$ cat src/rtl/race_game.sv
// race_game: N-player click-race controller. Rising edges on each player's
// click input accumulate clicks; every max_clicks clicks advance that player
// one step; the first player to reach max_steps wins, simultaneous finishers tie.
module race_game #(
  parameter int unsigned NUM_PLAYERS = 4,
  parameter int unsigned CNT_W       = 4,
  parameter int unsigned PID_W       = 2
) (
  input  logic                   clk,
  input  logic                   rst,
  input  logic                   start,
  input  logic [CNT_W-1:0]       max_clicks,
  input  logic [CNT_W-1:0]       max_steps,
  input  logic [NUM_PLAYERS-1:0] click,
  output logic [PID_W-1:0]       output_player,
  output logic [CNT_W-1:0]       position,
  output logic [3:0]             status_code,
  output logic                   winner_valid
);

  typedef enum logic [2:0] {
    ST_IDLE    = 3'd0,
    ST_PLAY    = 3'd1,
    ST_WIN     = 3'd2,
    ST_TIE     = 3'd3,
    ST_CFG_ERR = 3'd4
  } state_t;

  localparam logic [3:0] STATUS_IDLE    = 4'd0;
  localparam logic [3:0] STATUS_PLAY    = 4'd1;
  localparam logic [3:0] STATUS_WIN     = 4'd2;
  localparam logic [3:0] STATUS_TIE     = 4'd3;
  localparam logic [3:0] STATUS_CFG_ERR = 4'd4;

  state_t                              state_q, state_d;
  logic [CNT_W-1:0]                    max_clicks_q, max_clicks_d;
  logic [CNT_W-1:0]                    max_steps_q, max_steps_d;
  logic [NUM_PLAYERS-1:0][CNT_W-1:0]   clicks_q, clicks_d;
  logic [NUM_PLAYERS-1:0][CNT_W-1:0]   steps_q, steps_d;
  logic [NUM_PLAYERS-1:0]              click_prev_q, click_prev_d;
  logic [PID_W-1:0]                    output_player_q, output_player_d;
  logic [CNT_W-1:0]                    position_q, position_d;
  logic [3:0]                          status_code_q, status_code_d;
  logic                                winner_valid_q, winner_valid_d;

  logic [NUM_PLAYERS-1:0]              edge_c;
  logic                                any_fin_c;
  logic                                multi_fin_c;
  logic [PID_W-1:0]                    lead_idx_c;
  logic [CNT_W-1:0]                    lead_steps_c;

  assign edge_c = click & ~click_prev_q;

  // Register all state, counters, click history and outputs.
  always_ff @(posedge clk or posedge rst) begin
    if (rst) begin
      state_q         <= ST_IDLE;
      max_clicks_q    <= '0;
      max_steps_q     <= '0;
      clicks_q        <= '0;
      steps_q         <= '0;
      click_prev_q    <= '0;
      output_player_q <= '0;
      position_q      <= '0;
      status_code_q   <= STATUS_IDLE;
      winner_valid_q  <= 1'b0;
    end else begin
      state_q         <= state_d;
      max_clicks_q    <= max_clicks_d;
      max_steps_q     <= max_steps_d;
      clicks_q        <= clicks_d;
      steps_q         <= steps_d;
      click_prev_q    <= click_prev_d;
      output_player_q <= output_player_d;
      position_q      <= position_d;
      status_code_q   <= status_code_d;
      winner_valid_q  <= winner_valid_d;
    end
  end

  // Next state: round start/restart, per-player counting and finish detection.
  always_comb begin
    state_d      = state_q;
    max_clicks_d = max_clicks_q;
    max_steps_d  = max_steps_q;
    clicks_d     = clicks_q;
    steps_d      = steps_q;
    click_prev_d = click;
    any_fin_c    = 1'b0;
    multi_fin_c  = 1'b0;
    if (start) begin
      max_clicks_d = max_clicks;
      max_steps_d  = max_steps;
      clicks_d     = '0;
      steps_d      = '0;
      if ((max_clicks == '0) || (max_steps == '0)) begin
        state_d = ST_CFG_ERR;
      end else begin
        state_d = ST_PLAY;
      end
    end else if (state_q == ST_PLAY) begin
      for (int i = 0; i < int'(NUM_PLAYERS); i++) begin
        if (edge_c[i]) begin
          if (clicks_q[i] == (max_clicks_q - CNT_W'(1))) begin
            clicks_d[i] = '0;
            steps_d[i]  = steps_q[i] + CNT_W'(1);
          end else begin
            clicks_d[i] = clicks_q[i] + CNT_W'(1);
          end
        end
      end
      for (int i = 0; i < int'(NUM_PLAYERS); i++) begin
        if (steps_d[i] == max_steps_q) begin
          if (any_fin_c) begin
            multi_fin_c = 1'b1;
          end
          any_fin_c = 1'b1;
        end
      end
      if (multi_fin_c) begin
        state_d = ST_TIE;
      end else if (any_fin_c) begin
        state_d = ST_WIN;
      end
    end
  end

  // Leader: highest step count, lowest index on equal steps. Once a round has
  // finished, counting is frozen and the finishers hold max_steps, so the same
  // search yields the winner (WIN) or lowest finishing index (TIE).
  always_comb begin
    lead_idx_c   = '0;
    lead_steps_c = steps_q[0];
    for (int i = 1; i < int'(NUM_PLAYERS); i++) begin
      if (steps_q[i] > lead_steps_c) begin
        lead_idx_c   = PID_W'(i);
        lead_steps_c = steps_q[i];
      end
    end
  end

  // Output decode from the registered state, registered one cycle later.
  always_comb begin
    output_player_d = '0;
    position_d      = '0;
    status_code_d   = STATUS_IDLE;
    winner_valid_d  = 1'b0;
    case (state_q)
      ST_PLAY: begin
        output_player_d = lead_idx_c;
        position_d      = lead_steps_c;
        status_code_d   = STATUS_PLAY;
      end
      ST_WIN: begin
        output_player_d = lead_idx_c;
        position_d      = lead_steps_c;
        status_code_d   = STATUS_WIN;
        winner_valid_d  = 1'b1;
      end
      ST_TIE: begin
        output_player_d = lead_idx_c;
        position_d      = lead_steps_c;
        status_code_d   = STATUS_TIE;
      end
      ST_CFG_ERR: begin
        status_code_d   = STATUS_CFG_ERR;
      end
      default: begin
        status_code_d   = STATUS_IDLE;
      end
    endcase
  end

  assign output_player = output_player_q;
  assign position      = position_q;
  assign status_code   = status_code_q;
  assign winner_valid  = winner_valid_q;

endmodule

$ cat config.mk
export PLATFORM = sky130hd
export DESIGN_NAME = race_game
export DESIGN_NICKNAME = d
export VERILOG_FILES = /design/src/rtl/race_game.sv
export SDC_FILE = /design/constraint.sdc
export NUM_CORES = 1
export LEC_CHECK = 0
export CAP_MARGIN = 20
export CORE_MARGIN = 10
export CORE_UTILIZATION = 30
export CTS_CLUSTER_DIAMETER = 60
export CTS_CLUSTER_SIZE = 12
export DETAILED_ROUTE_END_ITERATION = 8
export PLACE_DENSITY = 0.45
export SYNTH_ARGS = -nofsm -noshare
export SYNTH_HDL_FRONTEND = slang
export SYNTH_SLANG_ARGS = --single-unit
$ cat constraint.sdc
create_clock -name clk -period 6.7 [get_ports clk]
set_clock_uncertainty 0.15 [all_clocks]
set_input_delay 2.01 -clock clk [delete_from_list [all_inputs] [get_ports clk]]
set_output_delay 2.01 -clock clk [all_outputs]
set_load 0.01 [all_outputs]
==> results.md, run 1 <==
- Met1 Use GR: 14.05%
- Top_reg_cell synth: dfrtp_1
- Sequential area share after synthesis: 38.59%
- Setup TNS: 0 ns
- P_leak: about 0.0019 uW
- Met2 Resource Use GR: 17.42%
- RSZ-0062 raised after global routing: no
- Clk slew on worst S/H paths: around 0.050 ns
- Post-Synth XOR/XNOR Area: between 10 and 15%
- Die H: 131.0 um
- Final setup vio count: 0
- CTS Buf Count: 9
- Final hold vios: 0
- Post-DR wirelength/cell: 14.62 um
- Fin cells: 586
- Post_cts resized: 0
- Slew @ Worst Pin: 0.7629 ns
- Cts hold-fix bufs: 0
- Synth Warn #: 0
- Ranking of synthesized cells by area: dfrtp_1, ha_1, xnor2_1, xor2_1, nor2_1
- Mux contribution to synthesized area: 5.619%
- CP startpoint kind: flip-flop
- Synth Net Count: 430
- Largest family of logic cells by synthesized area: simple AND/OR/NAND/NOR gates
- Fillers: 1213
- Total GRT Usage: 11.09%
- Max-slew violations: 0
- Max-Cap Viols: 0
- Share of layout cells above drive strength 1: about 8.4%
- DRT Pass-1 Iters: 4
- Status: complete, no violations
- Cell type with the largest total area after synthesis: dfrtp_1
- Clock buffer depth: 2
- Inst Count DP: 570
- CTS tree: yes
- EDFF count, synth: 0
- Slew HR: 49.14%
- Final WL: 8567 um
- Worst Hold Class: flip-flop to flip-flop
- # clock sinks: 57
- Detail Placement HPWL: 6235 um
- Initial DRC count: between 150 and 200
- Mean Syn Cell Area: between 9 and 10 sq um
- VDD IR-drop max: between 0.0001 and 0.00015 V
- Post-Synth Adder-Cell Area: about 7.1%
- Post-CTS Setup Bufs: 0
- Via-per-instance ratio: 4.788
- Final ANT Viol Nets: 0
- Crit. End Element: flip-flop
- Period utilization: between 70 and 80%
- Die extent in x: between 100 and 150 um
- Gpl congestion: approximately 0.79
- Clk_lat worst skew: 0.33 ns
- DRC: 0
- Compound-Gate Fraction of Synth Area: 9.986%
- Final net count: 449
- Crit path DAT: 5.14 ns
- First-pass GRT wire length: approximately 15000 um
- Crit path time final: about 5.1 ns
- Cell with the most instances after synthesis: dfrtp_1
- Crit-path max FO: 14
- Area of the multi-input gates: around 2100 sq um
- Area Growth Syn to Fin: 18.99%
- Total power density per cell area: 223.9 nW/um^2
- Post-Synthesis Cell Area: 3696 sq um
- Proportion of netlist area held by the largest area contributor: 38.59%
- Die area: 17160 sq um
- Req. time, crit path: just under 7 ns
- Gr busiest metal: met2
- Vias in the first global route: between 2000 and 3000
- Post-synth top cells: dfrtp_1, nor2_1, a21oi_1, nand2_1, xnor2_1
- # H-tree levels: 3
- Area of the core: around 12000 sq um
- Root buffer cell: clkbuf_16
- Initial Util: 30.64%
- Number of synthesized register bits: 57
- Cells after Synth: slightly below 400
- WS Path Type: flip-flop to flip-flop
- Via count: 2806
- Pin count of the biggest net entering global routing: 58
- Number of diodes: 0
- Synth Area in Simple Gates: 19.80%
- Grt ovf: 0
- Register area: approximately 1400 sq um
- Met3 global-route usage: 2.377%
- Netlist cell types: 48
- Fraction of registers with async set/reset: 100.0%
- Port Buffers: 24
- I/O pins: 26
- Initial antenna violation count: 0
- Fmax: between 150 and 200 MHz
- # rows: 40
- Pwr Total: 984.7 uW
through the flow:
step                      utilization (%)  hold WS, ns  area (sq um)  setup WS [ns]
after detailed placement            33.90       0.2682          4089          1.546
after global placement              33.90       0.2705          4089          1.697
after CTS                           36.46       0.2763          4398          1.553
final                               36.46       0.2740          4398          1.593
after global routing                36.46       0.3306          4398         0.9456
after floorplan                         -       0.2572          3696          1.854
area by class of cell:
type | instances | share of cell area [%]
Tap cell | 168 | 4.780
Inverter | 14 | 1.195
Clock inverter | 2 | 0.7966
Clock buffer | 14 | 6.230
Multi-Input combinational cell | 303 | 48.42
Sequential cell | 57 | 32.43
Timing Repair Buffer | 28 | 6.145
kinds of logic (layout without fill, tap and decap cells):
family / count (synthesis) / after routing
mux: 20 / 20
other cells: 1 / 1
buf+inv: 34 / 58
flops: 57 / 57
xor+xnor: 56 / 56
fa+ha+maj: 21 / 21
simple gates: 144 / 144
compound gates: 61 / 61
worst paths after layout:
kind	start	slack, ns	depth (start not counted)	to
setup / recovery	steps_q[1]	1.59	23	position[0]
hold / removal	state_q[1]	0.27	1	status_code[2]
setup reg to reg	steps_q[1]	1.59	23	position[0]
hold reg to reg	state_q[1]	0.27	1	status_code[2]
max in group asynchronous	rst	3.82	3	steps_q[13]
min in group asynchronous	rst	2.07	3	output_player[0]
where the power goes:
group / internal (uW) / leakage [uW] / switching [uW]
registers: 358 / 0.000762 / 20.3
clock network: 317 / 0.000153 / 152
logic: 63.0 / 0.00100 / 73.7
total: 739 / 0.00192 / 246
cells in the final DEF (no fill, tap or decap), drive strengths merged, types with 2 or more instances in the layout:
cell type	n
a211o	4
a21o	3
a21oi	28
a22oi	2
a31oi	5
and3	2
buf	4
clkbuf	14
clkdlybuf4s50	24
dfrtp	57
ha	21
inv	14
mux2	6
mux2i	14
nand2	27
nand2b	8
nand3	14
nand3b	2
nand4	3
nand4b	4
nor2	45
nor2b	5
nor3	12
nor4	7
nor4b	2
o21a	4
o21ai	11
or2	6
or3	2
or4	4
xnor2	28
xnor3	3
xor2	24
critical path, stage by stage, from the launching register on:
cell and delay, ns:
dfrtp_1 0.44, inv_1 0.07, ha_1 0.30, nor2b_1 0.13, o21a_1 0.16, o21a_1 0.16, o21ai_1 0.41, mux2i_1 0.38
ha_1 0.31, nor2b_1 0.14, o21a_1 0.16, o21a_1 0.15, o21ai_0 0.15, buf_4 0.21, nor2_1 0.07, a21o_1 0.16
ha_1 0.30, nor2b_1 0.13, o21ai_0 0.07, nand2b_1 0.07, a21oi_1 0.07, a41oi_1 0.52, a211o_1 0.18, a21oi_1 0.06
flip-flops by register name, summed over array words and instances (netlist names):
register / flops
state_q: 3
winner_valid: 1
clicks_q: 16
click_prev_q: 4
max_steps_q: 4
position: 4
status_code: 3
output_player: 2
max_clicks_q: 4
steps_q: 16
layer usage:
layer | wire, um | up-vias
met4 | 207 | 0
met5 | 0 | -
li1 | - | 1404
met3 | 337 | 12
met1 | 4089 | 1347
met2 | 3933 | 43
(Power assumes the default switching activity.)
==> run 2: changes to the inputs <==
==> constraint.sdc (replaced) <==
create_clock -name clk -period 4.8 [get_ports clk]
set_clock_uncertainty 0.15 [all_clocks]
set_input_delay 1.44 -clock clk [delete_from_list [all_inputs] [get_ports clk]]
set_output_delay 1.44 -clock clk [all_outputs]
set_load 0.01 [all_outputs]
==> results.md, run 2 (same netlist as run 1, synthesis figures left out) <==
- Period utilization: just over 90%
- CP startpoint kind: flip-flop
- P_leak: between 0.0015 and 0.002 uW
- Port Buffers: 24
- Detail Placement HPWL: around 6600 um
- Gpl congestion: 0.7516
- Initial Util: between 30% and 40%
- Status: complete, no violations
- Crit path time final: between 4 and 5 ns
- Top Registers: clicks_q (16), steps_q (16)
- # clock sinks: 57
- Area of the core: ~12000 sq um
- Die extent in x: 131.0 um
- R2R Setup Slk: 0.36 ns
- Post-DR wirelength/cell: 15.37 um
- Fmax: 225.4 MHz
- Grt ovf: 0
- Via-per-instance ratio: 4.829
- Initial DRC count: 145
- CTS Buf Count: 9
- Max-slew violations: 0
- WS Path Type: flip-flop to flip-flop
- Crit path DAT: 4.53 ns
- Clk_lat worst skew: 0.33 ns
- Final net count: 461
- Slew HR: between 60% and 70%
- CTS tree: yes
- Total GRT Usage: 11.34%
- Number of diodes: 0
- Total power density per cell area: between 300 and 400 nW/um^2
- Cts hold-fix bufs: 0
- Final setup vio count: 0
- Die H: 131.0 um
- Commonest non-fill, non-tap cell in the layout: dfrtp_1
- Pin count of the biggest net entering global routing: between 40 and 50
- DRC: 0
- Via count: 2883
- Pwr Total: approximately 1400 uW
- Fillers: between 1000 and 1500
- First-pass GRT wire length: 15180 um
- Die area: approximately 17000 sq um
- DRT Pass-1 Iters: 4
- I/O pins: 26
- Slew @ Worst Pin: roughly 0.57 ns
- Dpl cell area: 4175 sq um
- Clk slew on worst S/H paths: 0.05 ns
- Crit-path max FO: 8
- Setup TNS: 0 ns
- Share of layout cells above drive strength 1: between 10 and 15%
- Worst Hold Class: flip-flop to flip-flop
- RSZ-0062 raised after global routing: no
- Root buffer cell: clkbuf_16
- Final hold vios: 0
- Req. time, crit path: between 4 and 5 ns
- Clock buffer depth: 2
- Vias in the first global route: between 2000 and 3000
- Final ANT Viol Nets: 0
- Post-route cell area: 4522 sq um
- Most frequent cells in the layout: dfrtp_1, nor2_1, a21oi_1, nand2_1, xnor2_1
- Final WL: 9173 um
- Crit. End Element: flip-flop
- # rows: 40
- # H-tree levels: 3
- VDD IR-drop max: between 0.00015 and 0.0002 V
- Initial antenna violation count: 0
- Area Growth Syn to Fin: 22.34%
- Max-Cap Viols: 0
[run 2: cell types whose count changed in the layout (fill, tap and decap cells not counted)]
cell | previous run | this run
clkbuf_8 | 3 | 4
buf_12 | 0 | 1
mux2i_1 | 14 | 12
o21ai_0 | 10 | 8
buf_4 | 4 | 15
o21ai_2 | 0 | 2
clkbuf_1 | 2 | 0
mux2i_2 | 0 | 2
[run 2: layout make-up]
class	instances	area, sq um	share of cell area, %
well taps	168	210.2	4.649
inverters	14	52.55	1.162
clock inverters	2	35.03	0.7748
multi-input cells	303	2145	47.43
flip-flops and latches	57	1426	31.54
clock buffers	13	280.3	6.198
repair buffers	40	372.9	8.246
[run 2: critical path, stage by stage, from the launching register on]
cell      delay [ns]
dfrtp_1         0.34
inv_1           0.05
ha_1            0.29
nor2b_1         0.13
o21a_1          0.16
o21a_1          0.17
o21ai_2         0.14
buf_4           0.17
mux2i_2         0.29
ha_1            0.29
o21a_1          0.11
o21a_1          0.18
o21ai_2         0.18
nor2_1          0.08
a21o_1          0.17
ha_1            0.30
nor2b_1         0.14
o21ai_1         0.12
nand2b_1        0.07
a21oi_1         0.18
a41oi_1         0.06
buf_4           0.18
a211o_1         0.22
a21oi_1         0.18
[run 2: worst paths after layout]
path                             from        endpoint  cells past startpoint
hold / removal             state_q[1]  status_code[2]                      1
min in group asynchronous         rst    clicks_q[12]                      2
setup reg to reg           steps_q[1]     position[1]                     23
max in group asynchronous         rst      steps_q[9]                      4
setup / recovery           steps_q[1]     position[1]                     23
hold reg to reg            state_q[1]  status_code[2]                      1
[run 2: report_power, final]
group	switching, uW	internal (uW)
logic	105	91.9
clock network	225	454
registers	27.8	500
total	357	1050
[run 2: stage by stage]
stage / worst slack [ns] / std cells / util (%) / hold slack [ns]
finish: 0.3637 / 597 / 37.49 / 0.2829
global route: 0.004940 / 597 / 37.49 / 0.3180
CTS: 0.08909 / 596 / 37.23 / 0.2839
detailed placement: 0.08998 / 581 / 34.62 / 0.2781
global placement: 0.2701 / 581 / 34.62 / 0.2729
floorplan: 0.06395 / 394 / - / 0.2572
[run 2: timing repair]
item	4_1_cts	5_1_grt
resized for setup	0	5
buffers inserted	0	0
setup endpoints to repair	0	4
[run 2: routing by layer]
layer | routed length [um] | GRT usage (%) | share of wire (%)
met1 | 4508 | 15.26 | 49
met2 | 4188 | 17.39 | 46
met3 | 382 | 3.022 | 4.2
met4 | 93 | 3.336 | 1.0
met5 | 0 | 0 | 0
==> run 3: changes to the inputs <==
--- a/config.mk
+++ b/config.mk
@@ -7,11 +7,12 @@
 export LEC_CHECK = 0
 export CAP_MARGIN = 20
 export CORE_MARGIN = 10
-export CORE_UTILIZATION = 30
+export CORE_UTILIZATION = 59
 export CTS_CLUSTER_DIAMETER = 60
 export CTS_CLUSTER_SIZE = 12
 export DETAILED_ROUTE_END_ITERATION = 8
-export PLACE_DENSITY = 0.45
+export PLACE_DENSITY = 0.79
+export SLEW_MARGIN = 5
 export SYNTH_ARGS = -nofsm -noshare
 export SYNTH_HDL_FRONTEND = slang
 export SYNTH_SLANG_ARGS = --single-unit
==> results.md, run 3 (same netlist as run 1, synthesis figures left out) <==
- Total GRT Usage: 16.26%
- Commonest non-fill, non-tap cell in the layout: dfrtp_1
- First-pass GRT wire length: 13230 um
- Max-slew violations: 0
- Port Buffers: 24
- Met2 wire len: 3891 um
- CP startpoint kind: flip-flop
- Final WL: 8248 um
- Met3 WL: 459 um
- Post-DR wirelength/cell: between 15 and 20 um
- DRC: 0
- Die area: 9831 sq um
- Die extent in x: approximately 99 um
- Final hold vios: 0
- Crit-path slowest cell: dfrtp_1
- Pin count of the biggest net entering global routing: 45
- Dpl ws: 0.1431 ns
- Area Growth Syn to Fin: 15.47%
- Share of layout cells above drive strength 1: roughly 11%
- Highest Signal Layer: met4
- Max-Cap Viols: 0
- Metal1 wirelength: roughly 3800 um
- Clock buffer depth: 2
- CP dominant cell by count: o21a_1
- Worst Hold Class: flip-flop to flip-flop
- Clk_lat worst skew: 0.34 ns
- Via-per-instance ratio: 5.848
- Slew HR: 66.37%
- Crit path time final: 4.745 ns
- Crit path DAT: 4.85 ns
- DRT Pass-1 Iters: 4
- Slew @ Worst Pin: 0.5044 ns
- Total power density per cell area: between 200 and 300 nW/um^2
- Crit. End Element: flip-flop
- Fmax: 210.7 MHz
- Period utilization: a little under 100%
- Final setup vio count: 0
- CP startpoint: steps_q[1]
- Vias in the first global route: ~2800
- Hold_ws: between 0.2 and 0.3 ns
- Slack of the critical path: 0.05470 ns
- Worst r2r src: steps_q[1]
- Fillers: 427
- # H-tree levels: 3
- Crit path cell chain: inv_1, ha_1, nor2b_1, o21a_1, o21a_1, o21ai_2, buf_6, mux2i_4, inv_1, ha_1, nor2b_1, o21a_1, o21a_1, o21ai_1, buf_4, a21o_1, ha_1, nor2b_1, o21ai_0, nand2b_1, a21oi_2, a41oi_2, a211o_1, a21oi_1
- # clock sinks: 57
- Pwr Total: 1169 uW
- Initial antenna violation count: 0
- Crit-path max FO: 9
- Initial Util: 61.70%
- Via count: 2918
- Hold Startpoint: state_q[1]
- Cell family contributing the most delay on the critical path: compound AO/OA/AOI/OAI gates
- Initial DRC count: 155
- Die H: just under 100 um
- Gpl congestion: about 0.91
- P_leak: 0.001884 uW
- Root buffer cell: clkbuf_8
- WS Path Type: flip-flop to flip-flop
- Req. time, crit path: 4.90 ns
- # rows: 28
- CP peak stage delay: 0.35 ns
- I/O pins: 26
- WP buf/inv: 4
- CTS Buf Count: 9
- Grt ovf: 0
- R2R Setup Slk: 0.05 ns
- Detail Placement HPWL: 5769 um
- CTS tree: yes
- Area of the core: 5991 sq um
- Clk slew on worst S/H paths: approximately 0.060 ns
- Cts hold-fix bufs: 0
- Final ANT Viol Nets: 0
- VDD IR-drop max: about 0.00024 V
- Top Registers: clicks_q (16), steps_q (16)
- Most frequent cells in the layout: dfrtp_1, nor2_1, nand2_1, xnor2_1, a21oi_1
- Status: complete, no violations
- Final net count: between 400 and 500
- Number of diodes: 0
## run 3: layer usage
layer / GRT usage, % / vias to the layer above
li1: - / 1412
met1: 20.71 / 1406
met4: 5.623 / 0
met3: 3.737 / 15
met5: 0 / -
met2: 26.45 / 85
## run 3: final timing paths
check                                  end  cells past startpoint
min                         status_code[2]                      1
max reg2reg                    position[0]                     24
min in group asynchronous      position[1]                      2
min reg2reg                 status_code[2]                      1
max in group asynchronous  max_clicks_q[1]                      3
max                            position[0]                     24
## run 3: layout make-up
type	count	area (sq um)	area share, %
inverter	14	52.55	1.231
timing repair buffer	35	326.6	7.652
sequential	57	1426	33.42
tap	75	93.84	2.199
clock buffer	12	155.1	3.635
clock inverter	3	40.04	0.9381
multi-input combinational	303	2173	50.92
## run 3: worst register-to-register path, cell delays in order (launching register included)
cell	delay, ns
dfrtp_1	0.35
inv_1	0.05
ha_1	0.31
nor2b_1	0.16
o21a_1	0.16
o21a_1	0.18
o21ai_2	0.23
buf_6	0.19
mux2i_4	0.27
inv_1	0.08
ha_1	0.18
nor2b_1	0.13
o21a_1	0.13
o21a_1	0.11
o21ai_1	0.07
buf_4	0.17
a21o_1	0.18
ha_1	0.32
nor2b_1	0.16
o21ai_0	0.18
nand2b_1	0.11
a21oi_2	0.21
a41oi_2	0.11
a211o_1	0.34
a21oi_1	0.14
## run 3: where the power goes
part           total (uW)  switching (uW)  internal, uW  leakage (uW)
clock network         448             185           263      0.000102
registers             527            27.9           499      0.000762
logic                 194             104          89.8       0.00102
## run 3: what timing repair did
action / 4_1_cts / 5_1_grt
gates resized for setup: 0 / 9
buffers inserted: 0 / 4
setup endpoints to repair: 0 / 4
## run 3: per-stage QoR
step	util (%)	instance area [sq um]	TNS, ns	instances
floorplan	-	3700	0	394
global placement	66.75	3999	0	480
detailed placement	66.75	3999	0	480
CTS	70.01	4194	0	495
global route	71.24	4268	-0.8468	499
finish	71.24	4268	0	499
